`src/rtl/uart_program_loader.sv`:
```
// UART boot loader: receives an 8N1 program image and writes 32-bit words
// into instruction memory, holding the CPU in reset until the load is done.
module uart_program_loader #(
  parameter int          CLKS_PER_BIT = 434,
  parameter int          MAX_WORDS    = 256,
  parameter logic [31:0] ADDR_BASE    = 32'h0
) (
  input  logic        CLK_IN,
  input  logic        GLOBALRESET,
  input  logic        rx_in,
  output logic        imem_wr_en_out,
  output logic [31:0] imem_addr_out,
  output logic [31:0] imem_data_out,
  output logic        cpu_reset_out,
  output logic        done_out,
  output logic        err_out,
  output logic [15:0] word_count_out
);

  localparam int CW = $clog2(CLKS_PER_BIT);
  localparam logic [CW-1:0] FULL_M1 = CW'(CLKS_PER_BIT - 1);
  localparam logic [CW-1:0] HALF_M1 = CW'(CLKS_PER_BIT / 2 - 1);
  localparam logic [31:0] MAXW = 32'(MAX_WORDS);

  typedef enum logic [1:0] {
    RX_IDLE, RX_START, RX_DATA, RX_STOP
  } rx_st_t;

  typedef enum logic [2:0] {
    L_HDR_HI, L_HDR_LO, L_WORD, L_WRITE, L_DONE
  } ld_st_t;

  // [1:0] is the synchronizer, [2] the previous synchronized sample
  logic [2:0] sync_q;
  logic       rx_s, rx_prev;

  rx_st_t        rx_q, rx_d;
  logic [CW-1:0] cnt_q, cnt_d;
  logic [2:0]    bit_q, bit_d;
  logic [7:0]    sh_q, sh_d;
  logic          bv_q, bv_d;
  logic          fe_q, fe_d;

  ld_st_t      ld_q, ld_d;
  logic [15:0] n_q, n_d;
  logic [15:0] idx_q, idx_d;
  logic [1:0]  bcnt_q, bcnt_d;
  logic [31:0] word_q, word_d;
  logic [31:0] addr_q, addr_d;
  logic [31:0] data_q, data_d;
  logic [15:0] wc_q, wc_d;
  logic        err_q, err_d;
  logic [15:0] hdr;

  assign rx_s    = sync_q[1];
  assign rx_prev = sync_q[2];
  assign hdr     = {n_q[15:8], sh_q};

  always_ff @(posedge CLK_IN or posedge GLOBALRESET) begin
    if (GLOBALRESET) begin
      sync_q <= 3'b111;
      rx_q   <= RX_IDLE;
      cnt_q  <= '0;
      bit_q  <= '0;
      sh_q   <= '0;
      bv_q   <= 1'b0;
      fe_q   <= 1'b0;
      ld_q   <= L_HDR_HI;
      n_q    <= '0;
      idx_q  <= '0;
      bcnt_q <= '0;
      word_q <= '0;
      addr_q <= ADDR_BASE;
      data_q <= '0;
      wc_q   <= '0;
      err_q  <= 1'b0;
    end else begin
      sync_q <= {sync_q[1:0], rx_in};
      rx_q   <= rx_d;
      cnt_q  <= cnt_d;
      bit_q  <= bit_d;
      sh_q   <= sh_d;
      bv_q   <= bv_d;
      fe_q   <= fe_d;
      ld_q   <= ld_d;
      n_q    <= n_d;
      idx_q  <= idx_d;
      bcnt_q <= bcnt_d;
      word_q <= word_d;
      addr_q <= addr_d;
      data_q <= data_d;
      wc_q   <= wc_d;
      err_q  <= err_d;
    end
  end

  always_comb begin
    rx_d  = rx_q;
    cnt_d = cnt_q + CW'(1);
    bit_d = bit_q;
    sh_d  = sh_q;
    bv_d  = 1'b0;
    fe_d  = 1'b0;
    unique case (rx_q)
      RX_IDLE: begin
        cnt_d = '0;
        if (rx_prev && !rx_s) rx_d = RX_START;
      end
      RX_START: begin
        if (cnt_q == HALF_M1) begin
          cnt_d = '0;
          bit_d = '0;
          rx_d  = rx_s ? RX_IDLE : RX_DATA;
        end
      end
      RX_DATA: begin
        if (cnt_q == FULL_M1) begin
          cnt_d = '0;
          sh_d  = {rx_s, sh_q[7:1]};
          bit_d = bit_q + 3'd1;
          if (bit_q == 3'd7) rx_d = RX_STOP;
        end
      end
      RX_STOP: begin
        if (cnt_q == FULL_M1) begin
          cnt_d = '0;
          bv_d  = rx_s;
          fe_d  = !rx_s;
          rx_d  = RX_IDLE;
        end
      end
      default: rx_d = RX_IDLE;
    endcase
  end

  always_comb begin
    ld_d   = ld_q;
    n_d    = n_q;
    idx_d  = idx_q;
    bcnt_d = bcnt_q;
    word_d = word_q;
    addr_d = addr_q;
    data_d = data_q;
    wc_d   = wc_q;
    err_d  = err_q;
    if (fe_q && ld_q != L_DONE) begin
      err_d  = 1'b1;
      n_d    = '0;
      bcnt_d = '0;
      word_d = '0;
      ld_d   = L_HDR_HI;
    end else begin
      unique case (ld_q)
        L_HDR_HI: begin
          if (bv_q) begin
            n_d[15:8] = sh_q;
            ld_d      = L_HDR_LO;
          end
        end
        L_HDR_LO: begin
          if (bv_q) begin
            n_d[7:0] = sh_q;
            if (hdr == 16'd0) begin
              wc_d = '0;
              ld_d = L_DONE;
            end else if ({16'd0, hdr} > MAXW) begin
              err_d = 1'b1;
              ld_d  = L_HDR_HI;
            end else begin
              idx_d  = '0;
              bcnt_d = '0;
              wc_d   = '0;
              ld_d   = L_WORD;
            end
          end
        end
        L_WORD: begin
          if (bv_q) begin
            word_d = {word_q[23:0], sh_q};
            bcnt_d = bcnt_q + 2'd1;
            if (bcnt_q == 2'd3) begin
              data_d = {word_q[23:0], sh_q};
              addr_d = ADDR_BASE + {14'd0, idx_q, 2'b00};
              ld_d   = L_WRITE;
            end
          end
        end
        L_WRITE: begin
          idx_d = idx_q + 16'd1;
          wc_d  = wc_q + 16'd1;
          ld_d  = (idx_q + 16'd1 == n_q) ? L_DONE : L_WORD;
        end
        L_DONE:  ld_d = L_DONE;
        default: ld_d = L_HDR_HI;
      endcase
    end
  end

  always_comb begin
    imem_wr_en_out = (ld_q == L_WRITE);
    done_out       = (ld_q == L_DONE);
    cpu_reset_out  = (ld_q != L_DONE);
    imem_addr_out  = addr_q;
    imem_data_out  = data_q;
    err_out        = err_q;
    word_count_out = wc_q;
  end

endmodule

```
`config.mk`:
```
export PLATFORM = sky130hd
export DESIGN_NAME = uart_program_loader
export DESIGN_NICKNAME = d
export VERILOG_FILES = /design/src/rtl/uart_program_loader.sv
export SDC_FILE = /design/constraint.sdc
export NUM_CORES = 1
export LEC_CHECK = 0
export ABC_AREA = 1
export CORE_AREA = 2 2 138 140
export DETAILED_ROUTE_END_ITERATION = 6
export DIE_AREA = 0 0 140 142
export PLACE_DENSITY_LB_ADDON = 0.08
export SETUP_SLACK_MARGIN = 0.02
export SLEW_MARGIN = 0
export SYNTH_ARGS = -nofsm -noshare
export SYNTH_HDL_FRONTEND = slang
export SYNTH_SLANG_ARGS = --single-unit
```
`constraint.sdc`:
```
create_clock -name CLK_IN -period 6.2 [get_ports CLK_IN]
set_clock_uncertainty 0.1 [all_clocks]
set_input_delay 0.93 -clock CLK_IN [delete_from_list [all_inputs] [get_ports CLK_IN]]
set_output_delay 0.93 -clock CLK_IN [all_outputs]
set_load 0.01 [all_outputs]
```
==> impl_metrics.py <==
metrics = {
    "flow_run": {
        "max-cap-violations": 0,
    },
    "cells_and_area": {
        "post-route-util_pct": 47.0,
        "nets": 952,
        "drive_gt1_share_pct": 6.93,
        "n_fill_cell": 1787,
        "fin_area_mm2": 0.00867,
        "antennaDiodeCount": 0,
        "area_delta_synth_final_pct": 19.0,
    },
    "setup_path": {
        "regToRegStartpoint": "ld_q[1]",
        "crit_type": "register to register",
        "critPathTopFamily": "simple AND/OR/NAND/NOR gates",
        "critPathRequiredTime_ps": 6440,
        "r2r-end": "idx_q[1]",
        "slowest_delay_ps": 640,
        "end_kind": "register",
        "r2r_slack_ps": 3260,
        "reg2reg_depth": 9,
        "cp_max_fo": 35,
        "cp_common_cell": "nor2_1",
        "cp.arrival_ps": 3180,
        "crit_buf_inv": 2,
        "cpMaxStageDelayCell": "a21oi_4",
        "path_cells": "nor2_1 -> inv_1 -> nor2_2 -> nor2_1 -> inv_2 -> nand3_2 -> a21oi_4 -> nand3_1 -> o21ai_1",
        "setup.worst_path.start_class": "register",
        "critical_path_depth": 9,
    },
    "routing": {
        "dr.pass1.iters": 7,
        "routed_wl_mm": 16.4,
        "vias_per_cell": 4.79,
        "drc": 6,
        "vias": 5687,
        "drtAntennaViolNets": 0,
        "drt_iter0_markers": 276,
        "wl_per_cell_um": 13.9,
    },
    "pwr": {
        "swShare_pct": 25.6,
        "power_density_mw_per_mm2": 242,
        "fin_total_pwr_mw": 2.10,
        "comb_power_share_pct": 5.5,
        "pwr-share-clk_pct": 45.6,
        "p_int_mw": 1.56,
        "leakage_nw": 3.89,
        "netSwitchingPower_mw": 0.537,
        "irDropWorstVdd_v": 0.000195,
        "power_frac_seq_pct": 49.0,
    },
    "grt": {
        "track_usage_pct": 17.5,
        "grt_pass1_vias": 5525,
        "grt_max_degree": 88,
        "antenna_found_initial": 0,
        "overflow": 0,
        "grt_pass1_wl_mm": 27.8,
    },
    "synth": {
        "synth_cell_type_count": 43,
        "synth_flop_cell": "dfrtp_1",
        "synth_top_area_cell": "dfrtp_1",
        "synthCells": 873,
        "syn-mean-instance-area_um2": 8.35,
        "synth_area_mm2": 0.00729,
        "ys_top_cells_by_area": "dfrtp_1, nand2_1, o21ai_0, inv_1, nand3_1",
        "ys_warn_count": 0,
        "synth-seq-area-share_pct": 52.6,
        "synth-seq-cells": 153,
        "async_flop_share_pct": 100,
        "synth.most_common_cell": "nand2_1",
        "synth_top_area_share_pct": 51.5,
        "synth-edff-count": 0,
        "synth_common_cells": "nand2_1, dfrtp_1, o21ai_0, inv_1, nor2_1",
    },
    "timing": {
        "period_share_pct": 47.4,
        "rsz0062_at_grt": "no",
        "whs_ps": 256,
        "max_freq_ghz": 0.341,
        "setup_violations": 0,
        "hold_viol_final": 0,
        "worst_slew_pin_slew_ps": 840,
        "relSlewSlack_pct": 44.0,
        "fin_crit_ps": 2940,
        "tns_ps": 0,
        "drv_slew": 0,
    },
    "cts": {
        "ctsHoldBuffers": 0,
        "clock_path_buffers": 2,
        "cts_resized": 0,
        "cts_buffers": 17,
        "cts_setup_buffers": 0,
        "clkTransAtPathRegs_ps": 60,
        "cts-root-buf": "clkbuf_16",
        "htreeDepth": 4,
        "tritoncts": "built",
        "cts_num_sinks": 153,
        "clock_latency_ps": 420,
    },
    "floorplanning": {
        "die_h_um": 142,
        "start_util_pct": 39.5,
        "rows": 50,
        "die_area_mm2": 0.0199,
        "core-area_mm2": 0.0185,
        "ioPinCount": 87,
        "die_width_um": 140,
    },
    "min_path": {
        "hp-start": "sync_q[0]",
        "hold_path.class": "register to register",
        "worstHoldEndpoint": "sync_q[1]",
        "hold_depth": 0,
    },
    "placement": {
        "gp_congestion": 0.796,
        "dp_hpwl_mm": 11.4,
        "place_area_mm2": 0.00813,
        "portBuffers": 70,
    },
    "run_status": {
        "violations": "design-rule violations",
        "outcome": "finished with violations",
    },
}
area by class of cell:
cell class	instances	area, um2	share of cell area [%]
repair buffers	73	723	8.34
clock inverters	14	113	1.30
multi-input cells	595	2900	33.4
flip-flops and latches	153	3830	44.2
clock buffers	17	425	4.91
inverters	101	384	4.43
well taps	234	293	3.38
worst max path at each step:
stage                           start                         end  slack (ps)
final                         ld_q[1]                    idx_q[1]        3260
after floorplan           GLOBALRESET  asynchronous set/reset pin        1050
after CTS                     ld_q[1]                    idx_q[1]        3210
after global routing          ld_q[1]                    idx_q[1]        2880
after detailed placement  GLOBALRESET                    bit_q[1]        3150
after global placement    GLOBALRESET                    bit_q[0]        3130
flip-flops by register name, indices dropped and copies added (netlist names), named ones only:
register        flops
n_q                16
idx_q              16
fe_q                1
imem_addr_out      16
bit_q               3
err_out             1
sync_q              3
imem_data_out      32
word_q             24
word_count_out     16
ld_q                3
bv_q                1
bcnt_q              2
sh_q                8
cnt_q               9
rx_q                1
cells in the final DEF (no fill, tap or decap), types with 2 or more instances in the layout:
cell type and instances:
a211oi_1 2, a21oi_1 7, a22o_1 2, buf_4 3
clkbuf_16 17, clkdlybuf4s50_1 70, clkinv_2 3, clkinv_4 3
conb_1 16, dfrtp_1 150, dfstp_2 3, ha_1 8
inv_1 97, inv_2 2, inv_6 7, mux2_2 8
nand2_1 237, nand3_1 57, nand3_2 3, nand3b_1 6
nand4_1 12, nor2_1 59, nor2_2 6, nor3_1 6
nor3_2 2, nor4_1 4, o21ai_0 116, o21ai_1 7
o22ai_1 5, o31ai_1 4, or2_2 2, xnor2_1 2
xor2_1 14
layer usage:
layer,routed length [um],vias to the layer above,track usage (%)
li1,-,2937,-
met1,8420,2630,25.2
met2,7300,100,26.7
met3,467,20,3.06
met4,261,0,6.11
met5,0,-,0
through the flow:
step           std cells  setup WS (ps)
3_3_place_gp        1156           3130
5_1_grt             1187           2880
4_1_cts             1187           3210
3_5_place_dp        1156           3150
6_report            1187           3260
2_1_floorplan        888           1050
logic make-up after synthesis:
kind of cell / share of synthesized area, %
compound gates: 11.0
simple gates: 23.5
xor+xnor: 1.92
mux: 1.24
buf+inv: 8.38
other cells: 0.0515
flops: 52.6
fa+ha+maj: 1.37
power groups by stage:
stage / clock, mW / sequential (mW) / combinational [mW]
floorplan: 0 / 1.04 / 0.0965
global placement: 0 / 1.05 / 0.114
detailed placement: 0 / 1.05 / 0.117
CTS: 0.986 / 1.03 / 0.117
global route: 1.02 / 1.03 / 0.136
finish: 0.957 / 1.03 / 0.115
(Power assumes the default switching activity.)
